[src/rtl/nihilist_pkg.sv]
// Shared constants, helpers and FSM state type for the Nihilist cipher blocks:
// the 5x5 Polybius table (J omitted), the fixed key "NEDELCU" and its codes.
package nihilist_pkg;

    localparam int          SEC_LEN_MAX = 7;
    localparam logic [7:0]  ERR_CHAR    = 8'h3F;

    localparam logic [8*25-1:0]          POLY_TABLE = "RAESBCDFGHIKLMNOPQTUVWXYZ";
    localparam logic [8*SEC_LEN_MAX-1:0] KEY_STR    = "NEDELCU";

    typedef enum logic [1:0] {IDLE, LOAD, DRAIN} nihilist_state_e;

    // Table entries are stored first-letter-in-MSB, so index 0 is the top byte.
    function automatic logic [7:0] poly_char(input logic [4:0] idx);
        return POLY_TABLE[8*(24-int'(idx)) +: 8];
    endfunction

    function automatic logic [6:0] char_to_code(input logic [7:0] c);
        logic [6:0] code;
        code = '0;
        for (int i = 0; i < 25; i++) begin
            if (poly_char(5'(i)) == c) begin
                code = 7'((i / 5 + 1) * 10 + (i % 5) + 1);
            end
        end
        return code;
    endfunction

    function automatic logic [7:0] key_char(input int k);
        return KEY_STR[8*(SEC_LEN_MAX-1-k) +: 8];
    endfunction

    localparam logic [6:0] KEY_CODES [SEC_LEN_MAX] = '{
        char_to_code(key_char(0)), char_to_code(key_char(1)),
        char_to_code(key_char(2)), char_to_code(key_char(3)),
        char_to_code(key_char(4)), char_to_code(key_char(5)),
        char_to_code(key_char(6))
    };

endpackage

[src/rtl/nihilist_stream_decryptor_polybius_lookup.sv]
// Combinational Polybius lookup: (row, col) in 1..5 to the table letter,
// flagging coordinates outside the 5x5 grid.
module polybius_lookup
    import nihilist_pkg::*;
(
    input  logic [2:0] row_i,
    input  logic [2:0] col_i,
    output logic [7:0] char_o,
    output logic       err_o
);

    logic [4:0] idx;

    always_comb begin
        err_o  = (row_i == 3'd0) || (row_i > 3'd5) || (col_i == 3'd0) || (col_i > 3'd5);
        idx    = ({2'b00, row_i} - 5'd1) * 5'd5 + {2'b00, col_i} - 5'd1;
        char_o = ERR_CHAR;
        if (!err_o) begin
            char_o = poly_char(idx);
        end
    end

endmodule

[src/rtl/nihilist_stream_decryptor.sv]
// Two-stage valid/ready Nihilist decryptor framed by an IDLE/LOAD/DRAIN FSM.
// Optional macro NIHILIST_DEC_ERR_CNT_EN adds err_count and msg_err outputs.
module nihilist_stream_decryptor
    import nihilist_pkg::*;
#(
    parameter int MSG_LEN = 16,
    parameter int SEC_LEN = 7
) (
    input  logic       clk,
    input  logic       rst_n,
    input  logic       msg_start,
    input  logic [7:0] in_data,
    input  logic       in_valid,
    output logic       in_ready,
    output logic [7:0] out_char,
    output logic       out_err,
    output logic       out_last,
    output logic       out_valid,
    input  logic       out_ready,
    output logic       busy,
`ifdef NIHILIST_DEC_ERR_CNT_EN
    output logic [7:0] err_count,
    output logic       msg_err,
`endif
    output logic       done
);

    localparam int             CW       = (MSG_LEN > 1) ? $clog2(MSG_LEN) : 1;
    localparam logic [CW-1:0]  LAST_IDX = CW'(MSG_LEN - 1);
    localparam logic [2:0]     KEY_LAST = 3'(SEC_LEN - 1);

    nihilist_state_e state_q, state_d;
    logic [2:0]      keyIdx_q, keyIdx_d;
    logic [CW-1:0]   inCnt_q, inCnt_d;

    logic            s1Valid_q, s1Err_q, s1Last_q;
    logic [2:0]      s1Row_q, s1Col_q;
    logic            outValid_q, outErr_q, outLast_q, done_q;
    logic [7:0]      outChar_q;

    logic            inFire, outFire, lastFire, msgAccept, s1Load, s2Load;
    logic signed [8:0] diff, base, colFull;
    logic [2:0]      row1;
    logic            err1;
    logic [7:0]      lkChar;
    logic            lkErr;

    assign s2Load    = !outValid_q || out_ready;
    assign s1Load    = !s1Valid_q || s2Load;
    assign inFire    = in_valid && in_ready;
    assign outFire   = outValid_q && out_ready;
    assign lastFire  = outFire && outLast_q;
    assign msgAccept = (state_q == IDLE) && msg_start;

    always_ff @(posedge clk or negedge rst_n) begin
        if (!rst_n) state_q <= IDLE;
        else        state_q <= state_d;
    end

    always_comb begin
        state_d = state_q;
        unique case (state_q)
            IDLE:    if (msg_start) state_d = LOAD;
            LOAD:    if (inFire && (inCnt_q == LAST_IDX)) state_d = DRAIN;
            DRAIN:   if (lastFire) state_d = IDLE;
            default: state_d = IDLE;
        endcase
    end

    always_comb begin
        in_ready = (state_q == LOAD) && s1Load;
        busy     = (state_q != IDLE);
    end

    always_comb begin
        keyIdx_d = keyIdx_q;
        inCnt_d  = inCnt_q;
        if (msgAccept) begin
            keyIdx_d = '0;
            inCnt_d  = '0;
        end else if (inFire) begin
            keyIdx_d = (keyIdx_q == KEY_LAST) ? 3'd0 : keyIdx_q + 3'd1;
            inCnt_d  = inCnt_q + 1'b1;
        end
    end

    always_ff @(posedge clk or negedge rst_n) begin
        if (!rst_n) begin
            keyIdx_q <= '0;
            inCnt_q  <= '0;
        end else begin
            keyIdx_q <= keyIdx_d;
            inCnt_q  <= inCnt_d;
        end
    end

    // Tens digit by a compare chain; anything outside 11..55 is flagged anyway.
    always_comb begin
        diff = $signed({1'b0, in_data}) - $signed({2'b00, KEY_CODES[keyIdx_q]});
        if      (diff >= 9'sd50) begin row1 = 3'd5; base = 9'sd50; end
        else if (diff >= 9'sd40) begin row1 = 3'd4; base = 9'sd40; end
        else if (diff >= 9'sd30) begin row1 = 3'd3; base = 9'sd30; end
        else if (diff >= 9'sd20) begin row1 = 3'd2; base = 9'sd20; end
        else if (diff >= 9'sd10) begin row1 = 3'd1; base = 9'sd10; end
        else                     begin row1 = 3'd0; base = 9'sd0;  end
        colFull = diff - base;
        err1    = (diff < 9'sd11) || (diff > 9'sd55) ||
                  (colFull == 9'sd0) || (colFull > 9'sd5);
    end

    always_ff @(posedge clk or negedge rst_n) begin
        if (!rst_n) begin
            s1Valid_q <= 1'b0;
            s1Row_q   <= '0;
            s1Col_q   <= '0;
            s1Err_q   <= 1'b0;
            s1Last_q  <= 1'b0;
        end else if (s1Load) begin
            s1Valid_q <= inFire;
            if (inFire) begin
                s1Row_q  <= row1;
                s1Col_q  <= colFull[2:0];
                s1Err_q  <= err1;
                s1Last_q <= (inCnt_q == LAST_IDX);
            end
        end
    end

    polybius_lookup u_lookup (
        .row_i  (s1Row_q),
        .col_i  (s1Col_q),
        .char_o (lkChar),
        .err_o  (lkErr)
    );

    always_ff @(posedge clk or negedge rst_n) begin
        if (!rst_n) begin
            outValid_q <= 1'b0;
            outChar_q  <= 8'h00;
            outErr_q   <= 1'b0;
            outLast_q  <= 1'b0;
        end else if (s2Load) begin
            outValid_q <= s1Valid_q;
            if (s1Valid_q) begin
                outChar_q <= (s1Err_q || lkErr) ? ERR_CHAR : lkChar;
                outErr_q  <= s1Err_q || lkErr;
                outLast_q <= s1Last_q;
            end
        end
    end

    always_ff @(posedge clk or negedge rst_n) begin
        if (!rst_n) done_q <= 1'b0;
        else        done_q <= (state_q == DRAIN) && lastFire;
    end

    assign out_valid = outValid_q;
    assign out_char  = outChar_q;
    assign out_err   = outErr_q;
    assign out_last  = outLast_q;
    assign done      = done_q;

`ifdef NIHILIST_DEC_ERR_CNT_EN
    logic [7:0] errCount_q, errCount_d;
    logic       msgErr_q, msgErr_d;

    // Counter survives done so the sink can read it until the next message.
    always_comb begin
        errCount_d = errCount_q;
        msgErr_d   = msgErr_q;
        if (msgAccept) begin
            errCount_d = '0;
            msgErr_d   = 1'b0;
        end else begin
            if (outFire && outErr_q && (errCount_q != 8'hFF)) begin
                errCount_d = errCount_q + 8'd1;
            end
            if ((state_q == DRAIN) && lastFire) begin
                msgErr_d = (errCount_d != 8'd0);
            end
        end
    end

    always_ff @(posedge clk or negedge rst_n) begin
        if (!rst_n) begin
            errCount_q <= '0;
            msgErr_q   <= 1'b0;
        end else begin
            errCount_q <= errCount_d;
            msgErr_q   <= msgErr_d;
        end
    end

    assign err_count = errCount_q;
    assign msg_err   = msgErr_q;
`endif

endmodule
[config.mk]
export PLATFORM = sky130hd
export DESIGN_NAME = nihilist_stream_decryptor
export DESIGN_NICKNAME = d
export VERILOG_FILES = /design/src/rtl/nihilist_pkg.sv /design/src/rtl/nihilist_stream_decryptor_polybius_lookup.sv /design/src/rtl/nihilist_stream_decryptor.sv
export SDC_FILE = /design/constraint.sdc
export NUM_CORES = 1
export LEC_CHECK = 0
export CORE_MARGIN = 8
export CORE_UTILIZATION = 30
export CTS_CLUSTER_DIAMETER = 120
export CTS_CLUSTER_SIZE = 25
export DETAILED_ROUTE_END_ITERATION = 8
export GPL_ROUTABILITY_DRIVEN = 0
export PLACE_DENSITY = 0.51
export SYNTH_ARGS = -nofsm -noshare
export SYNTH_HDL_FRONTEND = slang
export SYNTH_SLANG_ARGS = --single-unit
[constraint.sdc]
create_clock -name clk -period 8 [get_ports clk]
set_input_delay 1.2 -clock clk [delete_from_list [all_inputs] [get_ports clk]]
set_output_delay 1.2 -clock clk [all_outputs]
set_load 0.01 [all_outputs]
Word level (Yosys, flattened, before mapping)
Memory sizes are Yosys's and may differ from the RTL's.
Cells that the tools add are included.
{"block": "classes", "n_addsub": 8, "mul": 1, "div": 0, "order_cmp": 11, "eq_ne": 7, "shifts": 1, "n_mux": 23, "bitwise_logic": 1, "reduce_logical": 27}
{"op": "200-bit by 32-bit variable part select with 8-bit output, first input constant", "n": 1}
{"op": "9-bit by 6-bit greater-or-equal comparator with 1-bit output, second input constant", "n": 2}
{"op": "9-bit by 7-bit greater-or-equal comparator with 1-bit output, second input constant", "n": 2}
{"op": "9-bit 2-to-1 mux", "n": 2}
{"op": "8-bit 2-to-1 mux", "n": 2}
{"op": "3-bit 2-to-1 mux", "n": 5}
{"op": "7-bit 2-to-1 mux", "n": 2}
{"op": "4-bit 2-to-1 mux", "n": 3}
{"op": "2-bit 2-to-1 mux", "n": 5}
{"op": "5-bit 2-to-1 mux", "n": 2}
{"op": "9-bit by 5-bit greater-or-equal comparator with 1-bit output, second input constant", "n": 1}
{"op": "9-bit by 4-bit > comparator with 1-bit output, second input constant", "n": 1}
{"op": "9-bit by 7-bit > comparator with 1-bit output, second input constant", "n": 1}
{"op": "9-bit logical NOT", "n": 1}
{"op": "1-bit logical OR", "n": 9}
{"op": "9-bit by 5-bit < comparator with 1-bit output, second input constant", "n": 1}
{"op": "8-bit by 7-bit subtractor with 9-bit output", "n": 1}
{"op": "9-bit subtractor", "n": 1}
{"op": "1-bit logical AND", "n": 7}
{"op": "3-bit > comparator, second input constant", "n": 2}
{"op": "3-bit logical NOT", "n": 2}
{"op": "2-bit inequality test, second input constant", "n": 3}
{"op": "2-bit case mux with 3 select lines", "n": 1}
{"op": "5-bit by 5-bit subtractor with 6-bit output, first input constant", "n": 1}
{"op": "18 further kinds", "n": 21}
{"block": "word_totals", "register_bits": 30, "latchBits": 0, "mem_bits_rw": 0, "romBits": 56, "inputBits": 13, "out_inout_bits": 14, "word_cells": 93, "mem_count": 1}
{"memory": "(no name shown)", "depth": 8, "width": 7, "read_ports": 1, "rd_clocked_by_memory_dff": 0, "write_ports": 0, "line": "nihilist_stream_decryptor.sv:99", "text": "diff = $signed({1'b0, in_data}) - $signed({2'b00, KEY_CODES[keyIdx_q]});"}

Depth between registers and ports, before layout
Gate-level depths: netlist of the first run.
{"block": "depth", "ltp_word": 15, "mapped_depth": 21, "depth_no_buf": 20}

Modules after synthesis
A second synthesis of the first run with hierarchy kept.
{"block": "unflattened", "cells_unflattened": 364, "hier_area_um2": 2916.5}
{"mod": "nihilist_stream_decryptor", "n_inst": 1, "cells_per_inst": 259, "area_per_inst_um2": 2167.1, "seq_area_each_um2": 750.7}
{"mod": "polybius_lookup", "n_inst": 1, "cells_per_inst": 105, "area_per_inst_um2": 749.5, "seq_area_each_um2": 0.0}

Least setup slack after synthesis of the first run
OpenSTA, ideal clock, no wires.
{"block": "synth_timing", "path_type": "input port to flip-flop", "start": "in in_data[0]", "end": "reg s1Err_q", "setup_ps": 87, "arrival_ps": 4907, "t_required_ps": 7913, "slack_ps": 3006, "cell_stages": 17, "path_buffers": 1, "cell_sequence": "inv_1 > ha_1 > fa_1 > nand2b_1 > a21o_1 > xnor2_1 > clkbuf_1 > o21ai_0 > mux2_2 > nand2b_1 > ha_1 > a21oi_1 > inv_1 > maj3_2 > maj3_2 > o311a_1 > a211oi_2"}
{"block": "synth_via", "elab_chain_len": 11, "word_cells_on_any_way": 19, "cone_classes": "add/sub: 2; order compare: 8; mux: 5; reduce/logical: 4"}
{"element": "from (decl)", "line": "nihilist_stream_decryptor.sv:12", "text": "input logic [7:0] in_data,"}
{"element": "8-bit by 7-bit subtractor with 9-bit output (*)", "line": "nihilist_stream_decryptor.sv:99"}
{"element": "parallel branches: the longest is 9 deep, another holds 9-bit by 5-bit greater-or-equal comparator with 1-bit output"}
{"element": "1-bit logical OR (*)", "line": "nihilist_stream_decryptor.sv:108", "text": "(colFull == 9'sd0) || (colFull > 9'sd5);"}
{"element": "to (signal assigned)", "line": "nihilist_stream_decryptor.sv:123", "text": "s1Err_q <= err1;"}
{"element": "to (decl)", "line": "nihilist_stream_decryptor.sv:36", "text": "logic s1Valid_q, s1Err_q, s1Last_q;"}
Every way passes the cells marked *.
A chain may end at the register's enable or synchronous reset.

Worst setup path in the final report of the first run
Same ends and word-level chain as after synthesis.

==> results.toml, run 1 <==
[routing]
routed.top_layer = "met4"
drtIter0Drc = 54
wl_per_cell_um = 12.90
dr.pass1.iters = 6
wl_met3_um = 274
wirelength_met1_um = 2841
met2WireLength_um = 2570
route.vias.total = 2217
antenna_left = 0
avgViaCountPerCell = 5.016
wl_um = 5704
drc = 0

[grt]
gr-total-overflow = 0
grt_pass1_wl_um = 10050
track_usage_pct = 10.00
antenna_found_initial = 0
grt_pass1_vias = 2170
grt_max_degree = 29

[cells_and_area]
regArea_sq_um = 700.7
n_fill_cell = 918
antenna_cells = 0
drive_gt1_share_pct = 5.389
nets = 374
finalNonFillerCells = 442
most-common-layout-cells = "a21oi_1, nand2_1, dfrtp_1, nor2_1"
multi_input_area_sq_um = 1772
utilization_pct = 34.99
final_common_cell = "a21oi_1"
area_growth_pct = 15.23

[clocking]
cts.root.buffer_cell = "clkbuf_8"
numCtsBuffers = 3
cts_resized = 0
cts_setup_buffers = 0
cts_hold_buf = 0
path_clk_slew_ns = 0.09
cts.sinks = 28
clock_latency_ns = 0.27
ctsHtreeMaxLevel = 1
clock_path_buffers = 2
cts_tree = "yes"

[setup_path]
endpoint_kind = "flop"
required_ns = 8.18
crit_arrival_ns = 5.97
crit_fanout = 11
critPathKind = "in2reg"
cp-start-kind = "primary input"

[hold_path]
hold_class = "reg2reg"

[floorplanning]
dieArea_sq_um = 11890
num_rows = 34
ioPinCount = 27
start_util_pct = 30.36
die_height_um = 109.0
coreArea_sq_um = 8551
die_w_um = 109.0

[placed_design]
port_buffers = 25
hpwl_um = 4549
post-place-cells = 438

[timing]
drv_slew = 0
rsz0062_at_grt = "no"
layout_worst_path_cycle_share_pct = 72.34
fin_crit_ns = 5.788
whs_ns = 0.4809
fin_setup_tns_ns = 0
achievable-frequency_mhz = 172.8
relSlewSlack_pct = 34.66
finalHoldViolCount = 0
skew_ns = 0.002717
worst_pin_slew_ns = 0.9678
setup_viol = 0

[yosys]
yosysUniqueCellTypes = 57
synthArstFlopShare_pct = 100.0
ys_seq_elements = 28
syn-num-nets = 355
yosysWarnings = 0
netlist_instances = 316
syn_avg_cell_area_sq_um = 8.216
syn_area_sq_um = 2596
synth_ff_type = "dfrtp_1"
synth_edf_count = 0
ys_seq_area_share_pct = 26.99

[status]
outcome = "completed"

[flow_run]
cap_violations = 0
## registers in the layout, indices dropped and copies added, names as in the netlist
register,count
out_char,7
inCnt_q,4
s1Row_q,3
done,1
s1Last_q,1
state_q,2
keyIdx_q,3
s1Col_q,3
s1Valid_q,1
out_last,1
out_valid,1
s1Err_q,1
## per-layer routing
metal  track usage, %  vias up
met5                0        -
met4            1.466        0
met3            1.182        2
met2            16.64       34
met1            13.79     1024
li1                 -     1157
## critical path: stages
cell and delay [ns]:
clkdlybuf4s50_1 0.47, inv_1 0.06, ha_1 0.21, fa_1 0.41, nand2b_1 0.18, a21o_1 0.21
xnor2_1 0.76, o21ai_0 0.19, mux2_2 0.32, nand2b_1 0.18, ha_1 0.32, a21oi_1 0.21
inv_1 0.07, maj3_2 0.31, maj3_2 0.30, o311a_1 0.34, a211oi_2 0.23
## cell type report
cell class / instances / share of cell area [%]
Timing Repair Buffer: 26 / 8.616
Clock buffer: 4 / 1.840
Tap cell: 108 / 4.517
Sequential cell: 28 / 23.42
Multi-Input combinational cell: 257 / 59.22
Inverter: 19 / 2.384
## kinds of logic (layout without fill, tap and decap cells)
kind of cell	after synthesis	after routing	synth area share (%)
AND/OR/NAND/NOR	110	110	20.92
other	1	1	0.1444
buffers and inverters	31	49	4.771
multiplexers	2	2	0.8674
XOR/XNOR	25	25	8.723
flip-flops	28	28	26.99
AO/OA/AOI/OAI	90	90	22.65
adder cells (fa/ha/maj)	29	29	14.94
## cell usage after synthesis, types with 2 or more instances
library cell | number | area [sq um]
nor2_1 | 27 | 101.4
o2111ai_1 | 2 | 17.52
xor2_1 | 10 | 87.58
xnor2_1 | 14 | 122.6
a22o_1 | 2 | 17.52
nand3b_1 | 2 | 15.01
ha_1 | 22 | 275.3
fa_1 | 4 | 80.08
and3_1 | 5 | 31.28
clkbuf_1 | 10 | 37.54
a21o_1 | 6 | 45.04
o311ai_0 | 2 | 17.52
nand2_1 | 28 | 105.1
a21oi_1 | 30 | 150.1
a22oi_1 | 2 | 15.01
buf_4 | 2 | 15.01
dfrtp_1 | 28 | 700.7
or3_1 | 3 | 18.77
and2_1 | 3 | 18.77
nor3_1 | 8 | 40.04
a211oi_1 | 2 | 15.01
o21ai_0 | 25 | 125.1
o22ai_1 | 3 | 18.77
inv_1 | 18 | 67.56
mux2_2 | 2 | 22.52
nor2b_1 | 3 | 18.77
nand2b_1 | 9 | 56.30
maj3_2 | 2 | 22.52
nand4_1 | 3 | 18.77
nand3_1 | 11 | 55.05
o21ai_1 | 2 | 10.01
## path summary, 6_finish.rpt
path                              from           to  slack [ns]  cells past startpoint
hold reg to reg             state_q[0]         done        0.48                      1
setup reg to reg           keyIdx_q[0]      s1Err_q        2.80                     17
setup / recovery            in_data[0]      s1Err_q        2.21                     17
min in group asynchronous        rst_n  out_char[4]        1.30                      2
hold / removal              state_q[0]         done        0.48                      1
max in group asynchronous        rst_n   state_q[1]        6.42                      2
## metrics by stage
stage	worst slack, ns	area, sq um
2_1_floorplan	3.006	2596
3_3_place_gp	2.058	2937
3_5_place_dp	1.954	2937
4_1_cts	2.224	2992
5_1_grt	1.847	2992
6_report	2.213	2992
Power of run 1 is left out: the tool's default activity adds up to more than one toggle a clock period on the data nets, which glitch-free logic cannot reach.
==> run 2, diff against run 1 <==
- PLACE_DENSITY: 0.51 -> 0.52
- clock period: 8 -> 5.21 ns (I/O delays scaled with it)
==> results.toml, run 2 (synthesis gave the netlist of run 1 again) <==
[setup_path]
timing.reg2reg.setup_slack_ns = 0.52
crit_arrival_ns = 5.03
cp_top_family = "adder cells"
required_ns = 5.41
crit_path_frequent_cell = "inv_1"
critPathSlowestCell = "clkdlybuf4s50_1"
r2r-start = "keyIdx_q[0]"
rr_worst_depth = 19
r2r_end = "s1Err_q"
cp-start-kind = "primary input"
max_stage_delay_ns = 0.45
crit_buf_inv = 4
path_cells = "clkdlybuf4s50_1 > inv_1 > ha_1 > fa_1 > nand2b_1 > a21o_1 > and3_1 > or4_4 > o2111ai_2 > nand2_1 > a21oi_1 > ha_1 > inv_1 > a21oi_1 > inv_1 > maj3_2 > maj3_2 > o311a_1 > a211oi_2"
critPathKind = "in2reg"
endpoint_kind = "flop"
crit_fanout = 5

[timing]
setup_viol = 0
achievable-frequency_mhz = 206.6
drv_slew = 0
fin_ws_ns = 0.3703
layout_worst_path_cycle_share_pct = 92.89
whs_ns = 0.4783
fin_crit_ns = 4.840
relSlewSlack_pct = 33.92
skew_ns = 0.003325
worst_pin_slew_ns = 0.9788
finalHoldViolCount = 0
rsz0062_at_grt = "no"
fin_setup_tns_ns = 0

[floorplanning]
num_rows = 34
start_util_pct = 30.36
dieArea_sq_um = 11890
die_w_um = 109.0
ioPinCount = 27
coreArea_sq_um = 8551
die_height_um = 109.0

[grt]
antenna_found_initial = 0
gr-total-overflow = 0
track_usage_pct = 10.15
grt_max_degree = 29
grt_pass1_wl_um = 10070
grt_pass1_vias = 2124

[cells_and_area]
multi_input_area_sq_um = 1772
nets = 378
drive_gt1_share_pct = 6.509
area_growth_pct = 16.39
most-common-layout-cells = "a21oi_1, nand2_1, dfrtp_1, nor2_1"
antenna_cells = 0
largest_reg_flops = 7
n_fill_cell = 904
regArea_sq_um = 700.7
final_common_cell = "a21oi_1"

[routing]
dr.pass1.iters = 4
avgViaCountPerCell = 5.018
wl_met3_um = 266
wl_per_cell_um = 13.24
drtIter0Drc = 78
drc = 0
wl_um = 5906
route.vias.total = 2238
antenna_left = 0
routed.top_layer = "met4"
wirelength_met1_um = 2985
met2WireLength_um = 2621

[hold_path]
whs_path_depth = 1
whs_endpoint = "done"
hp-start = "state_q[0]"
hold_class = "reg2reg"

[clocking]
clock_path_buffers = 2
cts_setup_buffers = 0
cts_hold_buf = 0
numCtsBuffers = 3
path_clk_slew_ns = 0.10
cts_resized = 0
cts_tree = "yes"
clock_latency_ns = 0.27
cts.root.buffer_cell = "clkbuf_8"
cts.sinks = 28
ctsHtreeMaxLevel = 1

[placed_design]
hpwl_um = 4718
port_buffers = 25
dp_slack_ns = 0.07608

[status]
outcome = "completed"

[flow_run]
cap_violations = 0
==> run 2: how the worst max path moves through the flow <==
stage	end	cells past startpoint	from
after floorplan	s1Err_q	17	in_data[0]
after global placement	s1Err_q	17	in_data[0]
after detailed placement	s1Err_q	19	in_data[0]
after CTS	s1Err_q	19	in_data[0]
after global routing	s1Err_q	19	in_data[0]
final	s1Err_q	19	in_data[0]
==> run 2: area by class of cell <==
class                           count  share of cell area, %
Timing Repair Buffer               30                  9.524
Inverter                           19                  2.360
Tap cell                          108                  4.472
Clock buffer                        4                  1.822
Multi-Input combinational cell    257                  58.63
Sequential cell                    28                  23.19
==> run 2: layer usage <==
layer	track usage [%]	vias to the layer above
li1	-	1165
met1	14.42	1040
met2	15.90	29
met3	1.359	4
met4	2.248	0
met5	0	-
==> run 2: through the flow <==
step / util, % / instance area, sq um / cells
after global placement: 34.69 / 2967 / 442
final: 35.34 / 3022 / 446
after CTS: 35.34 / 3022 / 446
after detailed placement: 34.69 / 2967 / 442
after floorplan: - / 2596 / 316
after global routing: 35.34 / 3022 / 446
Power of run 2 is left out for the same reason.
==> run 3, diff against run 2 <==
- ABC_CLOCK_PERIOD_IN_PS: default -> 5210
- TNS_END_PERCENT: default -> 30
==> results of run 3 <==
Final layout, timing and power as in run 2 (identical DEF).
Power of run 3 is left out for the same reason.
